<file path="config.mk">
export PLATFORM = sky130hd
export DESIGN_NAME = button_conditioner_flat
export DESIGN_NICKNAME = d
export VERILOG_FILES = /design/src/rtl/button_conditioner_if.sv /design/src/rtl/button_conditioner.sv /design/src/flat_wrapper.sv
export SDC_FILE = /design/constraint.sdc
export NUM_CORES = 1
export LEC_CHECK = 0
export CAP_MARGIN = 20
export CORE_MARGIN = 2
export CORE_UTILIZATION = 37
export CTS_BUF_LIST = sky130_fd_sc_hd__clkbuf_2 sky130_fd_sc_hd__clkbuf_4 sky130_fd_sc_hd__clkbuf_8
export DETAILED_ROUTE_END_ITERATION = 8
export GPL_ROUTABILITY_DRIVEN = 0
export PLACE_DENSITY = 0.61
export SLEW_MARGIN = 20
export SYNTH_ARGS = -nofsm -noshare
export SYNTH_HDL_FRONTEND = slang
export SYNTH_SLANG_ARGS = --single-unit
</file>
<file path="constraint.sdc">
create_clock -name clk -period 2.4 [get_ports clk]
set_input_delay 0.24 -clock clk [delete_from_list [all_inputs] [get_ports clk]]
set_output_delay 0.24 -clock clk [all_outputs]
set_load 0.03 [all_outputs]
</file>
<file path="src/rtl/button_conditioner_if.sv">
// Signal bundle between the raw labkit buttons / blink control and the conditioner.
// The slave side is the conditioner; the master side drives buttons and reads results.
interface button_conditioner_if;
  logic       btn_up_n;
  logic       btn_down_n;
  logic       btn_left_n;
  logic       btn_right_n;
  logic       blink_restart;
  logic       b_up;
  logic       b_down;
  logic       b_left;
  logic       b_right;
  logic       blink_fo;
  logic [1:0] up_state;
  logic [1:0] down_state;

  // No handshake: raw buttons are free-running levels, blink_restart is a
  // one-cycle strobe, and every output is a level valid on every cycle.
  modport master (
    output btn_up_n, btn_down_n, btn_left_n, btn_right_n, blink_restart,
    input  b_up, b_down, b_left, b_right, blink_fo, up_state, down_state
  );

  modport slave (
    input  btn_up_n, btn_down_n, btn_left_n, btn_right_n, blink_restart,
    output b_up, b_down, b_left, b_right, blink_fo, up_state, down_state
  );
endinterface

</file>
<file path="src/rtl/button_conditioner.sv">
// Synchronizes and debounces four active-low buttons, adds hold-then-repeat to
// up/down, and generates the cursor blink square wave.
module button_conditioner #(
  parameter int DEBOUNCE_CYCLES = 650000,
  parameter int HOLD_CYCLES     = 13500000,
  parameter int REPEAT_CYCLES   = 2700000,
  parameter int BLINK_HALF      = 6750000
) (
  input  logic                 clk,
  input  logic                 reset,
  button_conditioner_if.slave  bus
);

  localparam int DB_W   = (DEBOUNCE_CYCLES > 2) ? $clog2(DEBOUNCE_CYCLES) : 1;
  localparam int HR_MAX = (HOLD_CYCLES > REPEAT_CYCLES) ? HOLD_CYCLES : REPEAT_CYCLES;
  localparam int HR_W   = (HR_MAX > 2) ? $clog2(HR_MAX) : 1;
  localparam int BL_W   = (BLINK_HALF > 2) ? $clog2(BLINK_HALF) : 1;

  typedef enum logic [1:0] {
    ST_IDLE   = 2'd0,
    ST_HOLD   = 2'd1,
    ST_REPEAT = 2'd2
  } rep_state_t;

  // Bit order everywhere: 0 up, 1 down, 2 left, 3 right.
  logic [3:0]      raw_n;
  logic [3:0]      sync1;
  logic [3:0]      sync2;
  logic [3:0]      level;
  logic [3:0]      deb;
  logic [DB_W-1:0] db_cnt [4];

  assign raw_n = {bus.btn_right_n, bus.btn_left_n, bus.btn_down_n, bus.btn_up_n};
  assign level = ~sync2;

  always_ff @(posedge clk) begin
    if (reset) begin
      sync1 <= '1;
      sync2 <= '1;
      deb   <= '0;
      for (int i = 0; i < 4; i++) db_cnt[i] <= '0;
    end else begin
      sync1 <= raw_n;
      sync2 <= sync1;
      for (int i = 0; i < 4; i++) begin
        if (level[i] == deb[i]) begin
          db_cnt[i] <= '0;
        end else if (db_cnt[i] == DB_W'(DEBOUNCE_CYCLES - 1)) begin
          deb[i]    <= level[i];
          db_cnt[i] <= '0;
        end else begin
          db_cnt[i] <= db_cnt[i] + 1'b1;
        end
      end
    end
  end

  // Auto-repeat for up (0) and down (1); the output is gated by the debounced
  // level so a release drops it on the same cycle the FSM is sent to IDLE.
  rep_state_t      st     [2];
  rep_state_t      st_nxt [2];
  logic [HR_W-1:0] hr_cnt     [2];
  logic [HR_W-1:0] hr_cnt_nxt [2];
  logic [1:0]      rep_out;

  always_ff @(posedge clk) begin
    if (reset) begin
      for (int i = 0; i < 2; i++) begin
        st[i]     <= ST_IDLE;
        hr_cnt[i] <= '0;
      end
    end else begin
      for (int i = 0; i < 2; i++) begin
        st[i]     <= st_nxt[i];
        hr_cnt[i] <= hr_cnt_nxt[i];
      end
    end
  end

  always_comb begin
    for (int i = 0; i < 2; i++) begin
      st_nxt[i]     = st[i];
      hr_cnt_nxt[i] = hr_cnt[i];
      rep_out[i]    = 1'b0;
      if (!deb[i]) begin
        st_nxt[i]     = ST_IDLE;
        hr_cnt_nxt[i] = '0;
      end else begin
        case (st[i])
          ST_IDLE: begin
            rep_out[i]    = 1'b1;
            st_nxt[i]     = ST_HOLD;
            hr_cnt_nxt[i] = '0;
          end
          ST_HOLD: begin
            rep_out[i] = 1'b1;
            if (hr_cnt[i] == HR_W'(HOLD_CYCLES - 1)) begin
              st_nxt[i]     = ST_REPEAT;
              hr_cnt_nxt[i] = '0;
            end else begin
              hr_cnt_nxt[i] = hr_cnt[i] + 1'b1;
            end
          end
          ST_REPEAT: begin
            if (hr_cnt[i] == HR_W'(REPEAT_CYCLES - 1)) begin
              rep_out[i]    = 1'b0;
              hr_cnt_nxt[i] = '0;
            end else begin
              rep_out[i]    = 1'b1;
              hr_cnt_nxt[i] = hr_cnt[i] + 1'b1;
            end
          end
          default: begin
            st_nxt[i]     = ST_IDLE;
            hr_cnt_nxt[i] = '0;
          end
        endcase
      end
    end
  end

  logic [BL_W-1:0] blink_cnt;
  logic            blink_q;

  always_ff @(posedge clk) begin
    if (reset) begin
      blink_cnt <= '0;
      blink_q   <= 1'b0;
    end else if (bus.blink_restart) begin
      blink_cnt <= '0;
      blink_q   <= 1'b1;
    end else if (blink_cnt == BL_W'(BLINK_HALF - 1)) begin
      blink_cnt <= '0;
      blink_q   <= ~blink_q;
    end else begin
      blink_cnt <= blink_cnt + 1'b1;
    end
  end

  assign bus.b_up       = rep_out[0];
  assign bus.b_down     = rep_out[1];
  assign bus.b_left     = deb[2];
  assign bus.b_right    = deb[3];
  assign bus.blink_fo   = blink_q;
  assign bus.up_state   = st[0];
  assign bus.down_state = st[1];

endmodule

</file>
<file path="src/flat_wrapper.sv">
// flat-port wrapper written by rule: the top's interface ports become plain ports
module button_conditioner_flat 
#(
  parameter int DEBOUNCE_CYCLES = 650000,
  parameter int HOLD_CYCLES     = 13500000,
  parameter int REPEAT_CYCLES   = 2700000,
  parameter int BLINK_HALF      = 6750000
)
  (clk, reset, bus_btn_up_n, bus_btn_down_n, bus_btn_left_n, bus_btn_right_n, bus_blink_restart, bus_b_up, bus_b_down, bus_b_left, bus_b_right, bus_blink_fo, bus_up_state, bus_down_state);
  button_conditioner_if bus_i ();
  input  logic clk;
  input  logic reset;
  input wire logic [$bits(bus_i.btn_up_n)-1:0] bus_btn_up_n;
  input wire logic [$bits(bus_i.btn_down_n)-1:0] bus_btn_down_n;
  input wire logic [$bits(bus_i.btn_left_n)-1:0] bus_btn_left_n;
  input wire logic [$bits(bus_i.btn_right_n)-1:0] bus_btn_right_n;
  input wire logic [$bits(bus_i.blink_restart)-1:0] bus_blink_restart;
  output wire logic [$bits(bus_i.b_up)-1:0] bus_b_up;
  output wire logic [$bits(bus_i.b_down)-1:0] bus_b_down;
  output wire logic [$bits(bus_i.b_left)-1:0] bus_b_left;
  output wire logic [$bits(bus_i.b_right)-1:0] bus_b_right;
  output wire logic [$bits(bus_i.blink_fo)-1:0] bus_blink_fo;
  output wire logic [$bits(bus_i.up_state)-1:0] bus_up_state;
  output wire logic [$bits(bus_i.down_state)-1:0] bus_down_state;
  assign bus_i.btn_up_n = bus_btn_up_n;
  assign bus_i.btn_down_n = bus_btn_down_n;
  assign bus_i.btn_left_n = bus_btn_left_n;
  assign bus_i.btn_right_n = bus_btn_right_n;
  assign bus_i.blink_restart = bus_blink_restart;
  assign bus_b_up = bus_i.b_up;
  assign bus_b_down = bus_i.b_down;
  assign bus_b_left = bus_i.b_left;
  assign bus_b_right = bus_i.b_right;
  assign bus_blink_fo = bus_i.blink_fo;
  assign bus_up_state = bus_i.up_state;
  assign bus_down_state = bus_i.down_state;
  button_conditioner #(.DEBOUNCE_CYCLES(DEBOUNCE_CYCLES), .HOLD_CYCLES(HOLD_CYCLES), .REPEAT_CYCLES(REPEAT_CYCLES), .BLINK_HALF(BLINK_HALF)) u_core (.clk(clk), .reset(reset), .bus(bus_i));
endmodule
</file>
After elaboration in Yosys (flattened, before gate mapping)
Memories as Yosys holds them, arrays and structs flattened.
Cells that the tools add are included.
{"block": "classes", "addsub": 7, "reduce_logical": 10, "bitwise_logic": 22, "n_mux": 85, "eq_ne": 17}
{"cell": "$mux 20", "count": 12}
{"cell": "$mux 24", "count": 8}
{"cell": "$pmux 24 s2", "count": 2}
{"cell": "$add 20x1->20 const B", "count": 4}
{"cell": "$eq 20x20->1 const B", "count": 4}
{"cell": "$mux 1", "count": 53}
{"cell": "$add 24x1->24 const B", "count": 2}
{"cell": "$eq 24x22->1 const B", "count": 2}
{"cell": "$eq 24x24->1 const B", "count": 2}
{"cell": "$add 23x1->23 const B", "count": 1}
{"cell": "$eq 23x23->1 const B", "count": 1}
{"cell": "$or 1x1->1", "count": 16}
{"cell": "$mux 2", "count": 6}
{"cell": "$pmux 2 s3", "count": 2}
{"cell": "$reduce_and 2->1", "count": 4}
{"cell": "$not 1->1", "count": 5}
{"cell": "$eq 1x1->1", "count": 4}
{"cell": "$eq 2x1->1 const B", "count": 2}
{"cell": "$eq 2x2->1 const B", "count": 2}
{"cell": "$logic_not 2->1", "count": 2}
{"cell": "$not 4->4", "count": 1}
{"cell": "$pmux 1 s2", "count": 2}
{"cell": "$reduce_or 2->1", "count": 2}
{"cell": "$reduce_or 3->1", "count": 1}
{"cell": "$reduce_bool 2->1", "count": 1}
{"block": "word_totals", "n_memories": 3, "elab_cells": 152, "ff_bits": 36, "mem_bits_rw": 132, "out_inout_bits": 9}
{"name": "u_core.db_cnt", "words": 4, "word_bits": 20, "rd": 4, "rd_clocked_by_memory_dff": 0, "write_ports": 4, "line_no": "button_conditioner.sv:31", "source": "logic [DB_W-1:0] db_cnt [4];"}
{"name": "u_core.hr_cnt", "words": 2, "word_bits": 24, "rd": 2, "rd_clocked_by_memory_dff": 0, "write_ports": 2, "line_no": "button_conditioner.sv:62", "source": "logic [HR_W-1:0] hr_cnt [2];"}
{"name": "u_core.st", "words": 2, "word_bits": 2, "rd": 2, "rd_clocked_by_memory_dff": 0, "write_ports": 2, "line_no": "button_conditioner.sv:60", "source": "rep_state_t st [2];"}

Logic depth before layout (Yosys ltp)
{"block": "logic_depth", "depth_word": 8, "mapped_depth": 9, "mapped_depth_nobuf": 6}

Worst setup path before layout
OpenSTA, ideal clock, no wires.
{"block": "synth_path", "path_kind": "reg-to-reg", "startpoint": "mem u_core.db_cnt[0][44] (netlist bit)", "endpoint": "mem u_core.db_cnt[0][51] (netlist bit), data pin", "setup_slack_ns": 0.171, "synth_period_minus_slack_ns": 2.229, "arrival_ns": 1.963, "setup_ns": 0.266, "path_stages_with_launch": 8, "path_buffers": 2, "path_cell_list": "edfxtp_1 nor4_1 nand3_1 nor4_1 or2_2 clkbuf_1 clkbuf_1 nor2_1"}
{"element": "start, declared", "line_no": "button_conditioner.sv:31"}

==> run summary <==
Detailed-route via count: 5949. For the area of the die, the log shows 23800 um2. Per report_power, the clock group accounts for 37.4% of the total. The number of antenna violations at the first check in global routing is 1, and the share of layout cells above drive strength 1 is 10.9%.

Setup repair after global routing could not meet its margin everywhere. Synthesized flop and latch total: 168. The run gives 44.3% as the final core utilization. The tools report the total instance count after detailed placement as 1240. The largest net degree at the start of global routing is 25. The filler cells instantiated in the layout total 2147.

The die is 154 um tall. The share of power burned in registers is 59.5%, and the power dissipated by switching net loads is 1.14 mW. For the DRC marker count from the first detailed-route iteration, the log shows 283. Overall fraction of global-route tracks in use: 12.8%. The cell area that synthesis handed to floorplanning was 8350 um2.

Traced cell by cell, the critical path runs through or4b_1 -> or4_4 -> o31ai_4 -> a21oi_2 -> buf_6. In this run, CTS created clock tree buffers numbering 17. For this block, the routed nets add up to 14600 um of wire. The number of routed nets with antenna violations was 0. The internal power of the cells was 4.12 mW; the register area was 4170 um2.

Yosys mapped a number of flops with a built-in enable equal to 80. The repair_antennas step left the layout with diodes totalling 0. The detailed-router iteration count before antenna repair is 4. In the finished design, the share of the clock period the worst path needs comes to 100%.

The top cell type by area accounts for 28.8% of the synthesized area. At the pin with the least slew margin, the transition time is 0.618 ns. CTS built an H-tree with a depth of 4. The count of endpoints failing hold in the final timing report was 0; the total stage count of the critical path was 5. The switching portion of total power is 21.7%, and the via-per-instance ratio is 4.68. For this run, the post-layout net count is 1003. For the worst setup path, the data required time is 2.16 ns. The final total negative setup slack was -0.00848 ns. Summing all multi-input logic gate instances after layout gives 4280 um2. For the worst flop-to-flop path, the logic depth is 7. The worst-case vdd ir drop was 321 uV; the count of buffer and inverter cells on the critical path was 1.

Sequential cells were found to cover 49.9% of the synthesized design area. In this run the count of I/O pins placed on the die edge is 16. The run finished, with violations left. Counting instances, the worst hold path has a depth of 2.

The worst hold path belongs to the class in -> reg. For this design, the sink count on the clock tree is 168. In this run the mean area of a mapped cell was 9.75 um2. The share of total power dissipated in combinational logic is 3.1%. Dividing total power by cell area gives a power density of 541 nW/um2. Synthesis instantiated 47 different standard cells from the library.

The checks that failed: negative setup slack. The routed design could run at a clock period as short as 2.41 ns. Across the routed clock network, the largest skew measured is 0.0162 ns.

The number of warnings printed during yosys synthesis was 0; the share of flip-flops with an asynchronous set or reset was 0%. The count of input and output buffers came out at 15. The tree is rooted in a sky130_fd_sc_hd__clkbuf_8. The floorplan step set the die width to 154 um. The region available for standard cell placement spans 22000 um2. On the critical path, the stage with the largest delay is an instance of sky130_fd_sc_hd__or4b_1. The number of buffers on the longest clock path came out at 2.

TritonCTS built the clock tree. Leading area contributor after synthesis: sky130_fd_sc_hd__edfxtp_1. Ranked by total cell area, the synthesized netlist is headed by sky130_fd_sc_hd__edfxtp_1 29%, sky130_fd_sc_hd__dfxtp_1 21%, sky130_fd_sc_hd__nor2_1 7.8%, sky130_fd_sc_hd__xnor2_1 7.7%, sky130_fd_sc_hd__xor2_1 7.2%. Summed over all cells, the static leakage comes to 3.31 nW. The logs give 5591 for the number of global-route vias before repair and 0 for the total overflow reported by the global router. First-pass GRT wire length: 25300 um. The highest net fanout along the worst path came out at 3. The clock transition at the registers of the reported paths is 0.08 ns, and the maximum single-stage delay on the critical path is 0.50 ns.

The number of post-CTS setup repair buffers was 0; the highest clock frequency the design can meet was 415 MHz. Post-placement setup slack: -0.122 ns. After legalization and detailed placement, the total HPWL measured 10300 um. Most common flop cell mapped by yosys: sky130_fd_sc_hd__dfxtp_1. The arrival time of data at the critical path endpoint was 2.17 ns; the detailed-route wire length per cell was 11.5 um.

Largest delay contributor family on the critical path: simple AND/OR/NAND/NOR gates. Most common cell after layout, fill and taps aside: sky130_fd_sc_hd__nor2_1. The later pin in the worst-skew pair is clocked with a latency of 0.45 ns. The run gives 1 as the total setup violations reported at the end of the flow. The run gives 58.4% as the worst relative slew slack. STA classifies the critical path startpoint as a flop.

The number of pins with negative max-slew slack in the final report came out at 0. The run gives 856 as the gate count after technology mapping. From synthesis to final layout, the design area changed by 16.5%.

Leaving out filler cells and counting taps, the final layout contains 1271. The number of placement rows was 54; the max-capacitance violation count was 0. In the layout the commonest cells are 173 x sky130_fd_sc_hd__nor2_1, 87 x sky130_fd_sc_hd__dfxtp_1, 80 x sky130_fd_sc_hd__edfxtp_1, 80 x sky130_fd_sc_hd__conb_1, 73 x sky130_fd_sc_hd__xnor2_1. The tools report the post-layout worst setup margin as -0.00848 ns. STA classifies the critical path endpoint as a primary output. For this configuration, the core starts out at a cell density of 38.0%.

The number of design rule violations left after detail routing came out at 0. The critical path is of the reg -> out type.
[layout make-up]
type,instances,share of cell area [%]
sequential,168,42.8
timing repair buffer,47,4.62
inverter,27,1.04
clock buffer,22,2.83
tap,280,3.60
clock inverter,9,1.05
multi-input combinational,718,44.0
[per-stage QoR]
stage               instance area [um2]  total power [mW]  hold slack (ns)
floorplan                          8650              3.30            0.344
global placement                   9330              3.35            0.395
detailed placement                 9330              3.36            0.395
CTS                                9720              5.35            0.339
global route                       9730              5.50            0.355
finish                             9730              5.26            0.373
[state kept, by name, summed over array words and instances (netlist names)]
| register | flops |
|---|---|
| u_core.db_cnt | 80 |
| u_core.hr_cnt | 48 |
| u_core.blink_cnt | 23 |
| u_core.deb | 4 |
| u_core.st | 4 |
| u_core.sync1 | 4 |
| u_core.sync2 | 4 |
| u_core.bus.blink_fo | 1 |
[kinds of logic (layout without fill, tap and decap cells)]
kind of cell	Yosys count	after routing	share of synthesized area (%)
buf+inv	49	105	2.62
fa+ha+maj	17	17	2.55
flops	168	168	49.9
xor+xnor	142	142	14.9
other cells	1	80	0.0449
simple gates	459	459	28.0
compound gates	17	17	1.62
mux	3	3	0.375
[synth_stat cells, drive strengths merged, types with 3 or more instances]
master,n
xor2,69
or2,12
nor2,193
clkbuf,17
edfxtp,80
and4,20
xnor2,73
nor3,15
or4b,4
nor3b,3
nor4,18
ha,17
dfxtp,88
or3,6
nand4,44
buf,5
inv,27
and3,20
nor2b,6
nor4b,5
nand2b,3
a21oi,7
nand2,52
nand3,47
[worst register-to-register path: stages (launching register included)]
cell                      delay, ns
sky130_fd_sc_hd__dfxtp_2       0.33
sky130_fd_sc_hd__or4b_1        0.50
sky130_fd_sc_hd__or4_4         0.46
sky130_fd_sc_hd__buf_4         0.17
sky130_fd_sc_hd__o41ai_4       0.28
sky130_fd_sc_hd__a21o_4        0.19
sky130_fd_sc_hd__buf_12        0.16
sky130_fd_sc_hd__nor2_1        0.08
[worst paths after layout]
check | end | startpoint | slack [ns]
setup / recovery | bus_b_up | u_core.hr_cnt[0][20]$_SDFF_PP0_ | -0.008
hold / removal | u_core.sync1[3]$_SDFF_PP1_ | bus_btn_right_n | 0.37
setup reg to reg | u_core.hr_cnt[0][4]$_SDFF_PP0_ | u_core.hr_cnt[0][20]$_SDFF_PP0_ | 0.13
hold reg to reg | u_core.sync2[2]$_SDFF_PP1_ | u_core.sync1[2]$_SDFF_PP1_ | 0.40
[timing repair]
action,4_1_cts,5_1_grt
pin swaps,2,1
hold buffers,0,0
gates resized for setup,11,5
endpoints found under the setup margin,2,2
[per-layer routing]
layer	GRT usage [%]	share of wire, %	vias up
li1	-	-	3120
met1	16.8	51	2756
met2	20.9	45	55
met3	3.05	2.7	16
met4	4.27	1.2	2
met5	0	0.11	-
[power groups by stage]
| stage | Combinational [mW] | Clock (mW) | Sequential, mW |
|---|---|---|---|
| global route | 0.187 | 2.17 | 3.14 |
| global placement | 0.157 | 0 | 3.19 |
| floorplan | 0.116 | 0 | 3.18 |
| finish | 0.161 | 1.97 | 3.13 |
| CTS | 0.160 | 2.06 | 3.13 |
| detailed placement | 0.158 | 0 | 3.20 |
Power figures use the tool's default switching activity.
